`src/rtl/axis_bf_pkg.sv`:
```
// Shared types and default widths for the AXI-Stream weight sequencer.
package axis_bf_pkg;

  typedef enum logic {
    ST_IDLE = 1'b0,
    ST_RUN  = 1'b1
  } state_e;

  localparam int SDATA_WIDTH_DEF  = 128;
  localparam int WEIGHT_WIDTH_DEF = 8;
  localparam int NUM_WEIGHTS_DEF  = 4;
  localparam int LEN_WIDTH_DEF    = 16;
  localparam int WEIGHT_BUS_W     = WEIGHT_WIDTH_DEF + 1;

endpackage

```
`src/rtl/axis_frame_counter.sv`:
```
// Beat/frame counter pair: latches frame geometry on load, flags last beat and last frame.
module axis_frame_counter #(
  parameter int LEN_WIDTH = 16,
  parameter int IDX_W     = 2
) (
  input  logic                 clk,
  input  logic                 rst_n,
  input  logic                 i_load,
  input  logic [LEN_WIDTH-1:0] i_frame_len,
  input  logic [LEN_WIDTH-1:0] i_num_frames,
  input  logic                 i_adv,
  output logic [IDX_W-1:0]     o_frame_idx,
  output logic                 o_last_beat,
  output logic                 o_last_frame
);

  logic [LEN_WIDTH-1:0] r_len;
  logic [LEN_WIDTH-1:0] r_num;
  logic [LEN_WIDTH-1:0] r_beat_cnt;
  logic [LEN_WIDTH-1:0] r_frame_cnt;

  always_ff @(posedge clk or negedge rst_n) begin
    if (!rst_n) begin
      r_len       <= '0;
      r_num       <= '0;
      r_beat_cnt  <= '0;
      r_frame_cnt <= '0;
    end else if (i_load) begin
      r_len       <= i_frame_len;
      r_num       <= i_num_frames;
      r_beat_cnt  <= '0;
      r_frame_cnt <= '0;
    end else if (i_adv) begin
      // frame_cnt never exceeds num_frames, so it cannot wrap
      if (o_last_beat) begin
        r_beat_cnt  <= '0;
        r_frame_cnt <= r_frame_cnt + LEN_WIDTH'(1);
      end else begin
        r_beat_cnt  <= r_beat_cnt + LEN_WIDTH'(1);
      end
    end
  end

  assign o_last_beat  = (r_beat_cnt == r_len - LEN_WIDTH'(1));
  assign o_last_frame = (r_frame_cnt == r_num - LEN_WIDTH'(1));
  assign o_frame_idx  = r_frame_cnt[IDX_W-1:0];

endmodule

```
`src/rtl/axis_weight_sequencer.sv`:
```
// Frames an AXI-Stream sample stream and sequences per-frame weights to the multiplier.
module axis_weight_sequencer
  import axis_bf_pkg::*;
#(
  parameter int SDATA_WIDTH  = SDATA_WIDTH_DEF,
  parameter int WEIGHT_WIDTH = WEIGHT_WIDTH_DEF,
  parameter int NUM_WEIGHTS  = NUM_WEIGHTS_DEF,
  parameter int LEN_WIDTH    = LEN_WIDTH_DEF
) (
  input  logic                         CLK,
  input  logic                         resetn,
  input  logic                         cfg_we,
  input  logic [$clog2(NUM_WEIGHTS)-1:0] cfg_addr,
  input  logic [WEIGHT_WIDTH:0]        cfg_wdata,
  input  logic [LEN_WIDTH-1:0]         frame_len,
  input  logic [LEN_WIDTH-1:0]         num_frames,
  input  logic                         start,
  output logic                         busy,
  output logic                         done,
  output logic                         cfg_err,
  input  logic                         s_axis_tvalid,
  output logic                         s_axis_tready,
  input  logic [SDATA_WIDTH-1:0]       s_axis_tdata,
  output logic                         m_axis_tvalid,
  input  logic                         m_axis_tready,
  output logic [SDATA_WIDTH-1:0]       m_axis_tdata,
  output logic                         m_axis_tlast,
  output logic [WEIGHT_WIDTH:0]        weight
);

  localparam int AW = $clog2(NUM_WEIGHTS);
  localparam int WB = WEIGHT_WIDTH + 1;

  state_e          r_state;
  state_e          w_state_nxt;
  logic [WB-1:0]   r_table [NUM_WEIGHTS];
  logic [WB-1:0]   r_weight;
  logic            r_done;
  logic            r_cfg_err;
  logic            w_run;
  logic            w_fields_ok;
  logic            w_start_ok;
  logic            w_hs;
  logic            w_last_beat;
  logic            w_last_frame;
  logic            w_run_end;
  logic [AW-1:0]   w_frame_idx;
  logic [WB-1:0]   w_first_weight;

  assign w_run       = (r_state == ST_RUN);
  assign w_fields_ok = (frame_len != '0) && (num_frames != '0);
  assign w_start_ok  = !w_run && start && w_fields_ok;
  assign w_hs        = w_run && s_axis_tvalid && m_axis_tready;
  assign w_run_end   = w_hs && w_last_beat && w_last_frame;

  assign m_axis_tvalid = s_axis_tvalid & w_run;
  assign s_axis_tready = m_axis_tready & w_run;
  assign m_axis_tdata  = s_axis_tdata;
  assign m_axis_tlast  = w_run & w_last_beat;

  assign busy    = w_run;
  assign done    = r_done;
  assign cfg_err = r_cfg_err;
  assign weight  = r_weight;

  // A table write issued together with start must reach the first frame's weight
  assign w_first_weight = (cfg_we && cfg_addr == '0) ? cfg_wdata : r_table[0];

  axis_frame_counter #(
    .LEN_WIDTH (LEN_WIDTH),
    .IDX_W     (AW)
  ) u_frame_counter (
    .clk          (CLK),
    .rst_n        (resetn),
    .i_load       (w_start_ok),
    .i_frame_len  (frame_len),
    .i_num_frames (num_frames),
    .i_adv        (w_hs),
    .o_frame_idx  (w_frame_idx),
    .o_last_beat  (w_last_beat),
    .o_last_frame (w_last_frame)
  );

  always_ff @(posedge CLK or negedge resetn) begin
    if (!resetn) begin
      r_state <= ST_IDLE;
    end else begin
      r_state <= w_state_nxt;
    end
  end

  always_comb begin
    w_state_nxt = r_state;
    case (r_state)
      ST_IDLE: if (w_start_ok) w_state_nxt = ST_RUN;
      ST_RUN:  if (w_run_end)  w_state_nxt = ST_IDLE;
      default: w_state_nxt = ST_IDLE;
    endcase
  end

  always_ff @(posedge CLK or negedge resetn) begin
    if (!resetn) begin
      for (int i = 0; i < NUM_WEIGHTS; i++) r_table[i] <= '0;
      r_weight  <= '0;
      r_done    <= 1'b0;
      r_cfg_err <= 1'b0;
    end else begin
      if (!w_run && cfg_we) r_table[cfg_addr] <= cfg_wdata;
      if (w_start_ok) begin
        r_weight <= w_first_weight;
      end else if (w_hs && w_last_beat) begin
        r_weight <= r_table[w_frame_idx + AW'(1)];
      end
      r_done    <= w_run_end;
      r_cfg_err <= (!w_run && start && !w_fields_ok) || (w_run && cfg_we);
    end
  end

endmodule

```
`config.mk`:
```
export PLATFORM = sky130hd
export DESIGN_NAME = axis_weight_sequencer
export DESIGN_NICKNAME = d
export VERILOG_FILES = /design/src/rtl/axis_bf_pkg.sv /design/src/rtl/axis_frame_counter.sv /design/src/rtl/axis_weight_sequencer.sv
export SDC_FILE = /design/constraint.sdc
export NUM_CORES = 1
export LEC_CHECK = 0
export CAP_MARGIN = 20
export CORE_UTILIZATION = 23
export DETAILED_ROUTE_END_ITERATION = 6
export PLACE_DENSITY = 0.52
export RECOVER_POWER = 25
export SLEW_MARGIN = 25
export SYNTH_ARGS = -nofsm -noshare
export SYNTH_HDL_FRONTEND = slang
export SYNTH_SLANG_ARGS = --single-unit
```
`constraint.sdc`:
```
create_clock -name CLK -period 5.3 [get_ports CLK]
set_clock_uncertainty 0.05 [all_clocks]
set_input_delay 1.06 -clock CLK [delete_from_list [all_inputs] [get_ports CLK]]
set_output_delay 1.06 -clock CLK [all_outputs]
set_load 0.02 [all_outputs]
```
; ---- After elaboration in Yosys (flattened, before gate mapping)
; Cells that the tools add are included.
[word_totals]
reg_bits = 112
word_cells = 68
in_bits = 177
out_inout_bits = 143
[op_classes]
bitwise = 6
add_sub_neg = 5
n_mux = 18
reduce_logical = 22
n_eq_ne = 2
n_lt_le_gt_ge = 3
[ops]
columns = operator, count
row1 = $mux W16, 6
row2 = $mux W9, 6
row3 = $bwmux W36, 1
row4 = $add A16 B1 Y16 const B, 2
row5 = $eq A16 B16 Y1, 2
row6 = $reduce_bool A16 Y1, 2
row7 = $sub A16 B1 Y16 const B, 2
row8 = $bmux W9 S2, 1
row9 = $demux W9 S2, 1
row10 = $logic_and A1 B1 Y1, 12
row11 = $ge A3 B3 Y1 const B, 2
row12 = $not A2 Y3, 2
row13 = $reduce_bool A2 Y1, 3
row14 = $and A1 B1 Y1, 3
row15 = $lt A3 B1 Y1 const B, 1
row16 = $add A2 B1 Y2 const B, 1
row17 = $logic_not A1 Y1, 2
row18 = $logic_not A2 Y1, 1
row19 = $mux W1, 2
row20 = $pmux W1 S2, 1
row21 = $reduce_and A2 Y1, 1
row22 = $logic_or A1 B1 Y1, 1
row23 = $not A1 Y1, 1

; ---- Logic depth before layout (Yosys ltp)
; Gate-level depths: netlist (run 1).
[depth]
ltp_word = 7
mapped_depth = 11
depth_no_buf = 9

; ---- By module
; Synthesis (run 1) repeated with hierarchy kept, for this count alone.
[unflattened]
hier_cells = 722
area_unflattened_um2 = 7449.6
[by_module_without_submodules]
columns = mod, n_inst, seq_area_each_um2, area_each_um2, cells_per_inst
row1 = axis_frame_counter, 1, 1601.5, 4113.9, 427
row2 = axis_weight_sequencer, 1, 1201.2, 3335.7, 295

; ---- Least setup slack after synthesis (run 1)
; Ideal clock, no wire load.
[synth_path]
path_type = flip-flop to output port
startpoint = register u_frame_counter.r_len[2]
endpoint = output m_axis_tlast
path_buffers = 2
arrival_ns = 2.353
setup_slack_ns = 1.837
required_time_ns = 4.190
path_stages_with_launch = 9
cell_sequence = dfrtp_1 -> buf_6 -> nor4_1 -> nand4_1 -> xnor2_1 -> a2111oi_4 -> nand4_1 -> clkbuf_1 -> nor2_1
[synth_between]
elab_chain_cells = 3
[synth_rtl]
columns = element, line_no
row1 = "start, declared", axis_frame_counter.sv:17  ; logic [LEN_WIDTH-1:0] r_len;
row2 = "start signal, assigned", axis_frame_counter.sv:29  ; r_len <= i_frame_len;
row3 = $sub A16 B1 Y16, axis_frame_counter.sv:44  ; assign o_last_beat = (r_beat_cnt == r_len - LEN_WIDTH'(1));
row4 = $eq A16 B16 Y1, axis_frame_counter.sv:44
row5 = $and A1 B1 Y1, axis_weight_sequencer.sv:59  ; assign m_axis_tlast = w_run & w_last_beat;
row6 = "end, declared", axis_weight_sequencer.sv:27  ; output logic m_axis_tlast,
; No other way between the ends.

; ---- Worst setup path after layout (run 1)
; Ends and elaborated chain as after synthesis.

==> results by group, run 1 <==
Detailed routing
  • Iteration-0 DRC Markers: 369
  • Router iterations before antenna repair: 4
  • Vias: 5270
  • Routed vias/inst: 4.72
  • Wirelength per Cell: 18.0 um
  • Routed Antenna Nets: 0
  • Wirelength, routed: 20100 um
  • Residual DRC count: 0

Synth
  • Synthesized netlist cell count: 792
  • Ys Warns: 0
  • Syn Std Cell Area: 7390 um^2
  • Top cell type's share of synthesized area: 0.379
  • Leading area contributor after synthesis: dfrtp_1
  • Synth Area per Inst: 9.33 um^2
  • Async S/R FF share, synth: 1.00
  • Post-synth top flop: dfrtp_1
  • Top post-synthesis cells by area: dfrtp_1, buf_4, nand2_1
  • Synth Net Count: 973
  • Netlist cell types: 65
  • Register area share after synthesis: 0.379
  • Number of flops mapped to enable cells by yosys: 0
  • #FFs+latches synth: 112

Clock network
  • CTS tree: built
  • Root buffer cell: clkbuf_16
  • CTS Buf Count: 9
  • Clock transition at path regs: 0.08 ns
  • CTS H-tree lvls: 3
  • Hold buffer count at cts: 0
  • CTS max path bufs: 2
  • Worst-skew pair later-pin latency: 0.36 ns
  • Post-CTS Repair Setup Buffers: 0
  • Sink Count: 112
  • Post-CTS Resized: 0

Global routing
  • Tot GR Track Use: 0.125
  • GR Util met2: 0.199
  • Met3 GRT Util: 0.0371
  • Gr ovfl total: 0
  • Top Usage Layer GRT: met2
  • Initial antenna violation count: 1
  • Vias in the first global route: 5202
  • M1 GR Usage: 0.157
  • First-pass GRT wire length: 31400 um
  • Largest net degree at the start of global routing: 57

Layout
  • Fin area: 7760 um^2
  • Area grow syn2layout: 5.08%
  • Fraction of layout cells with a size suffix above 1: 0.126
  • Finished Layout Cells: 1117
  • Final nets: 890
  • Utilization after layout: 0.246

Setup path
  • Reg2Reg Depth: 7
  • CP arrival: 3.45 ns
  • Register-to-register setup slack: 1.56 ns
  • Crit Path Category: flop to output pin
  • Critical Path Fanout Max: 22
  • R2R Path Start: u_frame_counter.r_len[2]
  • Crit path capture type: output pin
  • Required time worst endpoint: 4.19 ns
  • CP Launch Type: flop
  • Critical R2R Capture: busy

STA
  • Setup TNS: 0 ns
  • Max-slew headroom: -1.14
  • Max-slew violations: 113
  • Final worst setup slack: 0.741 ns
  • Final setup vio count: 0
  • Worst-margin pin slew: 3.21 ns
  • Hold Slack: 0.445 ns
  • Part of the cycle the worst path needs: 0.860
  • Final min period: 4.56 ns
  • F_max: 219 MHz
  • RSZ-0062 raised after global routing: no
  • Fin. Hold Viols: 0

Floorplan
  • Die Area: 32800 um^2
  • Initial cell density of the core: 0.234
  • Num ports: 320
  • Die Width: 181 um
  • Rows: 65
  • Placeable Area: 31600 um^2
  • Die Y: 181 um

Pwr
  • Cell Pwr Density: 234 nW/um^2
  • Cell leakage power: 3.18 nW
  • Peak supply drop: 0.117 mV
  • Final Power: 1.82 mW

Flow run
  • Max-cap viol count: 2

Placement
  • GP Congestion: 0.816
  • Port bufs: 63
  • Post-DP HPWL: 14600 um
  • Inst Count DP: 1100
  • Pre-CTS setup slack: 1.17 ns
  • Instance area after placement: 7480 um^2

Run status
  • Failing checks: capacitance limit, slew limit
  • Status: finished, violations left

Worst hold path
  • Hold WC Path Type: input port to asynchronous set/reset pin
## state kept, by name, summed over array words and instances, names as in the netlist
name and count:
done 1, cfg_err 1, busy 1, u_frame_counter.r_num 16
weight 9, r_table 36, u_frame_counter.r_len 16, u_frame_counter.r_beat_cnt 16
u_frame_counter.r_frame_cnt 16
## report_power, final
group / total (mW) / leakage (nW) / switching, mW / internal (mW)
combinational: 0.201 / 1.55 / 0.103 / 0.0979
sequential: 0.928 / 1.49 / 0.0465 / 0.881
clock: 0.690 / 0.141 / 0.338 / 0.352
total: 1.82 / 3.18 / 0.488 / 1.33
## synth_stat cells, types with 15 or more instances
master	instances
a21oi_1	31
buf_4	129
clkbuf_1	27
dfrtp_1	112
inv_1	16
mux2_2	37
nand2_1	129
nand3_1	23
nand4_1	15
nor2_1	17
o21ai_0	22
xnor2_1	25
xor2_1	17
## worst max-delay path by stage
stage	slack, ns	cells past startpoint	start	end
after floorplan	1.84	8	u_frame_counter.r_len[2]	m_axis_tlast
final	0.74	8	u_frame_counter.r_len[2]	m_axis_tlast
after CTS	0.75	8	u_frame_counter.r_len[2]	m_axis_tlast
after global routing	0.57	8	u_frame_counter.r_len[2]	m_axis_tlast
after detailed placement	1.17	8	u_frame_counter.r_len[2]	m_axis_tlast
after global placement	0.95	7	s_axis_tvalid	busy
## cell type report
cell class,instances,area (um^2)
fillers,3371,23800
multi-input cells,497,3410
flip-flops and latches,112,2800
repair buffers,73,692
well taps,402,503
clock buffers,12,256
inverters,16,60.1
clock inverters,4,36.3
diodes,1,2.50
## kinds of logic after synthesis
| family | Yosys count | synth area share |
|---|---|---|
| xor+xnor | 42 | 0.0498 |
| fa+ha+maj | 4 | 0.00678 |
| flops | 112 | 0.379 |
| simple gates | 286 | 0.206 |
| compound gates | 105 | 0.0945 |
| mux | 60 | 0.103 |
| buf+inv | 183 | 0.161 |
## layout by cell type (no fill, tap or decap), types with 14 or more instances in the layout
cell	Yosys	layout
o21ai_0	22	22
mux2_2	37	37
nand2_1	129	129
xnor2_1	25	25
clkdlybuf4s50_1	0	62
nor4_1	14	14
dfrtp_1	112	112
a21oi_1	31	31
nand4_1	15	15
inv_1	16	16
xor2_1	17	17
nor2_1	17	17
mux2i_1	14	14
nand3_1	23	23
## routing by layer
layer  part of all wire  routed length, um
met1               0.44               8790
met5                  0                  0
met3              0.072               1440
met2               0.46               9300
met4              0.027                538
## critical path, stage by stage, from the launching register on
cell and delay [ns]:
dfrtp_1 0.49, nor4_1 0.70, nand4_1 0.21, xnor2_1 0.21
a2111oi_4 0.37, nand4_1 0.14, buf_4 0.24, nor2_1 0.12
clkdlybuf4s50_1 0.62
Power figures use the tool's default switching activity.
==> run 2: changes to the inputs <==
DONT_BUFFER_PORTS = 1   (was unset)
PLACE_DENSITY = 0.39   (was 0.52)
==> results by group, run 2 (synthesis gave the netlist of run 1 again) <==
Clock network
  • CTS max path bufs: 2 (unchanged)
  • Clock transition at path regs: 0.09 ns (was 0.08 ns)
  • Post-CTS Repair Setup Buffers: 0 (unchanged)
  • Sink Count: 112 (unchanged)
  • Hold buffer count at cts: 0 (unchanged)
  • Post-CTS Resized: 0 (unchanged)
  • Worst-skew pair later-pin latency: 0.37 ns (was 0.36 ns)
  • CTS H-tree lvls: 3 (unchanged)
  • Root buffer cell: clkbuf_16 (unchanged)
  • CTS tree: built (unchanged)
  • CTS Buf Count: 9 (unchanged)

STA
  • Worst-margin pin slew: 0.928 ns (was 3.21 ns)
  • Max-slew headroom: 0.365 (was -1.14)
  • Max-slew violations: 0 (was 113)
  • Setup TNS: 0 ns (unchanged)
  • Fin. Hold Viols: 0 (unchanged)
  • F_max: 247 MHz (was 219 MHz)
  • Part of the cycle the worst path needs: 0.764 (was 0.860)
  • RSZ-0062 raised after global routing: no (unchanged)
  • Final setup vio count: 0 (unchanged)
  • Final min period: 4.05 ns (was 4.56 ns)

Floorplan
  • Die Area: 32800 um^2 (unchanged)
  • Placeable Area: 31600 um^2 (unchanged)
  • Rows: 65 (unchanged)
  • Initial cell density of the core: 0.234 (unchanged)
  • Die Y: 181 um (unchanged)
  • Die Width: 181 um (unchanged)
  • Num ports: 320 (unchanged)

Detailed routing
  • DRT met1 WL: 9060 um (was 8790 um)
  • Wirelength per Cell: 19.5 um (was 18.0 um)
  • Met3 wire length: 1560 um (was 1440 um)
  • Router iterations before antenna repair: 4 (unchanged)
  • Routed vias/inst: 4.64 (was 4.72)
  • Iteration-0 DRC Markers: 270 (was 369)
  • Wirelength, routed: 20500 um (was 20100 um)
  • Met2 routed WL: 9240 um (was 9300 um)
  • Residual DRC count: 0 (unchanged)
  • Routed Antenna Nets: 0 (unchanged)
  • Top sig layer: met4 (unchanged)
  • Vias: 4876 (was 5270)

Pwr
  • Final Power: 1.73 mW (was 1.82 mW)
  • Cell leakage power: 2.95 nW (was 3.18 nW)
  • Peak supply drop: 0.143 mV (was 0.117 mV)
  • Cell Pwr Density: 243 nW/um^2 (was 234 nW/um^2)

Flow run
  • Max-cap viol count: 0 (was 2)

Layout
  • Fraction of layout cells with a size suffix above 1: 0.142 (was 0.126)
  • Fin area: 7140 um^2 (was 7760 um^2)
  • Register with the most flip-flops: r_table (unchanged)
  • Max reg flops: 36 (unchanged)
  • Commonest non-fill, non-tap cell in the layout: nand2_1 (unchanged)
  • Utilization after layout: 0.226 (was 0.246)
  • Final nets: 825 (was 890)
  • Fill count: 3432 (was 3371)
  • Inserted Diodes: 0 (was 1)
  • Finished Layout Cells: 1050 (was 1117)
  • Commonest non-fill, non-tap cells in the layout: nand2_1, dfrtp_1, mux2_2, a21oi_1, xnor2_1 (was nand2_1, dfrtp_1, clkdlybuf4s50_1, mux2_2, a21oi_1)
  • Area grow syn2layout: -3.30% (was 5.08%)

Run status
  • Status: finished clean (was finished, violations left)

Placement
  • Instance area after placement: 6860 um^2 (was 7480 um^2)
  • Inst Count DP: 1034 (was 1100)
  • Post-DP HPWL: 14500 um (was 14600 um)
  • GP Congestion: 0.753 (was 0.816)
  • Port bufs: 0 (was 63)

Global routing
  • Tot GR Track Use: 0.128 (was 0.125)
  • First-pass GRT wire length: 31700 um (was 31400 um)
  • Largest net degree at the start of global routing: 113 (was 57)
  • Gr ovfl total: 0 (unchanged)
  • Vias in the first global route: 4971 (was 5202)
  • Initial antenna violation count: 0 (was 1)

Setup path
  • Critical Path Fanout Max: 22 (unchanged)
  • CP arrival: 2.94 ns (was 3.45 ns)
  • Crit Path Category: flop to output pin (unchanged)
  • Required time worst endpoint: 4.19 ns (about the same)
  • CP Launch Type: flop (unchanged)
  • Crit path capture type: output pin (unchanged)

Worst hold path
  • Hold WC Path Type: input port to asynchronous set/reset pin (unchanged)
==> run 2: cell count changes in the layout (fill, tap and decap cells not counted), moves of 2 or more <==
cell	delta
clkdlybuf4s50_1	-62
clkbuf_1	-4
buf_4	-2
clkbuf_8	-2
nor4bb_1	-2
==> run 2: critical path, cell delays in order (launching register included) <==
cell	delay [ns]
dfrtp_1	0.48
nor4_1	0.64
nand4_1	0.20
xnor2_1	0.20
a2111oi_4	0.34
nand4_1	0.13
buf_4	0.24
nor2_1	0.33
==> run 2: report_power, final <==
part	internal (mW)	total [mW]	switching [mW]
Sequential	0.881	0.930	0.0488
Combinational	0.0656	0.136	0.0701
Clock	0.320	0.668	0.348
Total	1.27	1.73	0.467
==> run 2: metal layers <==
layer,vias up,GRT usage
met5,-,0
met1,2347,0.160
li1,2351,-
met4,0,0.0569
met2,122,0.196
met3,56,0.0468
==> run 2: area by class of cell <==
type,instances,area (um^2),area share
inverters,16,60.1,0.00841
clock buffers,9,225,0.0315
repair buffers,8,76.3,0.0107
multi-input cells,497,3430,0.480
flip-flops and latches,112,2800,0.392
well taps,402,503,0.0704
clock inverters,6,46.3,0.00648
==> run 2: path summary, 6_finish.rpt <==
kind | endpoint | from | slack, ns | depth (start not counted)
min in group CLK | u_frame_counter.r_frame_cnt[15] | u_frame_counter.r_frame_cnt[15] | 0.45 | 1
max | m_axis_tlast | u_frame_counter.r_len[2] | 1.25 | 7
min | u_frame_counter.r_frame_cnt[14] | resetn | 0.34 | 0
min reg2reg | u_frame_counter.r_frame_cnt[15] | u_frame_counter.r_frame_cnt[15] | 0.45 | 1
max reg2reg | busy | u_frame_counter.r_num[0] | 1.93 | 9
max in group asynchronous | u_frame_counter.r_num[6] | resetn | 4.68 | 0
==> run 2: metrics by stage <==
step	setup slack (ns)	hold slack (ns)
final	1.25	0.338
after CTS	1.19	0.308
after floorplan	1.84	0.415
after global routing	0.973	0.310
after global placement	1.63	0.432
after detailed placement	1.61	0.440
==> run 3: changes to the inputs <==
clock period = 3.8 ns   (was 5.3 ns; I/O delays follow)
==> results by group, run 3 (synthesis gave the netlist of run 1 again) <==
Run status
  • Status: finished clean (unchanged)

Placement
  • Post-DP HPWL: 14700 um (was 14500 um)
  • Port bufs: 0 (unchanged)
  • GP Congestion: 0.753 (about the same)
  • Pre-CTS setup slack: 0.558 ns (was 1.61 ns)

Pwr
  • Cell Pwr Density: 347 nW/um^2 (was 243 nW/um^2)
  • Final Power: 2.50 mW (was 1.73 mW)
  • Cell leakage power: 3.00 nW (was 2.95 nW)
  • Peak supply drop: 0.207 mV (was 0.143 mV)

STA
  • Final min period: 3.49 ns
  • RSZ-0062 raised after global routing: no (unchanged)
  • Final setup vio count: 0 (unchanged)
  • F_max: 286 MHz
  • Part of the cycle the worst path needs: 0.919
  • Worst-margin pin slew: 0.874 ns (was 0.928 ns)
  • Max-slew violations: 0 (unchanged)
  • Final worst setup slack: 0.306 ns (was 1.25 ns)
  • Max-slew headroom: 0.417 (was 0.365)
  • Setup TNS: 0 ns (unchanged)
  • Fin. Hold Viols: 0 (unchanged)
  • Hold Slack: 0.0459 ns (was 0.338 ns)

Layout
  • Max reg flops: 36 (unchanged)
  • Inserted Diodes: 0 (unchanged)
  • Utilization after layout: 0.229 (was 0.226)
  • Register with the most flip-flops: r_table (unchanged)
  • Commonest non-fill, non-tap cell in the layout: nand2_1 (unchanged)
  • Final nets: 832 (was 825)
  • Commonest non-fill, non-tap cells in the layout: nand2_1, dfrtp_1, mux2_2, a21oi_1, xnor2_1 (unchanged)
  • Area grow syn2layout: -2.22% (was -3.30%)
  • Fill count: 3389 (was 3432)
  • Fraction of layout cells with a size suffix above 1: 0.152 (was 0.142)

Floorplan
  • Initial cell density of the core: 0.234 (unchanged)
  • Placeable Area: 31600 um^2 (unchanged)
  • Die Width: 181 um (unchanged)
  • Rows: 65 (unchanged)
  • Num ports: 320 (unchanged)
  • Die Area: 32800 um^2 (unchanged)
  • Die Y: 181 um (unchanged)

Clock network
  • Clock transition at path regs: 0.08 ns (was 0.09 ns)
  • CTS max path bufs: 2 (unchanged)
  • Hold buffer count at cts: 0 (unchanged)
  • CTS H-tree lvls: 3 (unchanged)
  • CTS Buf Count: 9 (unchanged)
  • Post-CTS Resized: 0 (unchanged)
  • Sink Count: 112 (unchanged)
  • Post-CTS Repair Setup Buffers: 0 (unchanged)
  • CTS tree: built (unchanged)
  • Root buffer cell: clkbuf_16 (unchanged)
  • Worst-skew pair later-pin latency: 0.37 ns (about the same)

Setup path
  • Crit path capture type: output pin (unchanged)
  • Critical Path Fanout Max: 9 (was 22)
  • CP arrival: 2.68 ns (was 2.94 ns)
  • Crit Path Category: flop to output pin (unchanged)
  • Register-to-register setup slack: 0.57 ns (was 1.93 ns)
  • Top delay family on crit path: simple AND/OR/NAND/NOR gates (unchanged)
  • CP Launch Type: flop (unchanged)
  • CP cell instances: or4_4 -> o21ai_2 -> nand4_2 -> a2111oi_4 -> nand4_1 -> nor2_1 -> buf_4 (was nor4_1 -> nand4_1 -> xnor2_1 -> a2111oi_4 -> nand4_1 -> buf_4 -> nor2_1)
  • Worst path bufs/invs: 1 (unchanged)
  • Crit path largest cell delay: 0.55 ns (was 0.64 ns)
  • Required time worst endpoint: 2.99 ns (was 4.19 ns)
  • Slowest CP cell: or4_4 (was nor4_1)

Worst hold path
  • Hold WC Path Type: input port to asynchronous set/reset pin (unchanged)

Detailed routing
  • Router iterations before antenna repair: 4 (unchanged)
  • Wirelength per Cell: 19.4 um (was 19.5 um)
  • Vias: 5000 (was 4876)
  • Iteration-0 DRC Markers: 300 (was 270)
  • Wirelength, routed: 20500 um (about the same)
  • Residual DRC count: 0 (unchanged)
  • Routed Antenna Nets: 0 (unchanged)
  • Routed vias/inst: 4.73 (was 4.64)

Global routing
  • Tot GR Track Use: 0.128 (about the same)
  • Gr ovfl total: 0 (unchanged)
  • First-pass GRT wire length: 32000 um (was 31700 um)
  • Vias in the first global route: 5153 (was 4971)
  • Initial antenna violation count: 0 (unchanged)
  • Largest net degree at the start of global routing: 113 (unchanged)

Flow run
  • Max-cap viol count: 0 (unchanged)
==> run 3: worst reg2reg max path, delay by kind of cell (launching register included) <==
| kind | cells | cell delay [ns] |
|---|---|---|
| flops | 1 | 0.49 |
| compound gates | 3 | 0.71 |
| buf+inv | 1 | 0.33 |
| simple gates | 4 | 1.58 |
==> run 3: power breakdown <==
part | switching, mW | internal [mW] | leakage [nW] | total (mW)
registers | 0.0657 | 1.23 | 1.49 | 1.29
logic | 0.0984 | 0.0942 | 1.37 | 0.193
clock network | 0.496 | 0.520 | 0.140 | 1.02
total | 0.660 | 1.84 | 3.00 | 2.50
==> run 3: worst paths after layout <==
path,startpoint,end,depth (start not counted)
max,u_frame_counter.r_len[2],m_axis_tlast,7
max reg2reg,u_frame_counter.r_len[2],u_frame_counter.r_frame_cnt[10],8
max in group asynchronous,resetn,u_frame_counter.r_len[11],0
min,resetn,r_table[12],0
min in group CLK,num_frames[13],u_frame_counter.r_num[13],2
min reg2reg,r_table[1],r_table[1],1
==> run 3: final cells by class <==
cell class / instances / area, um^2 / area share
clock inverter: 7 / 81.3 / 0.0113
tap: 402 / 503 / 0.0696
multi-input combinational: 497 / 3440 / 0.476
sequential: 112 / 2800 / 0.388
inverter: 16 / 60.1 / 0.00832
clock buffer: 9 / 225 / 0.0312
timing repair buffer: 15 / 113 / 0.0156
==> run 3: stage by stage <==
stage,instance area [um^2],std cells
3_3_place_gp,6920,1042
6_report,7220,1058
2_1_floorplan,7390,792
4_1_cts,7220,1058
5_1_grt,7220,1058
3_5_place_dp,6920,1042
==> run 3: per-layer routing <==
layer,GRT usage,part of all wire,wire (um),vias up
met4,0.0539,0.031,633,0
met5,0,0,0,-
li1,-,-,-,2360
met2,0.201,0.46,9340,125
met3,0.0484,0.080,1630,58
met1,0.157,0.43,8900,2457
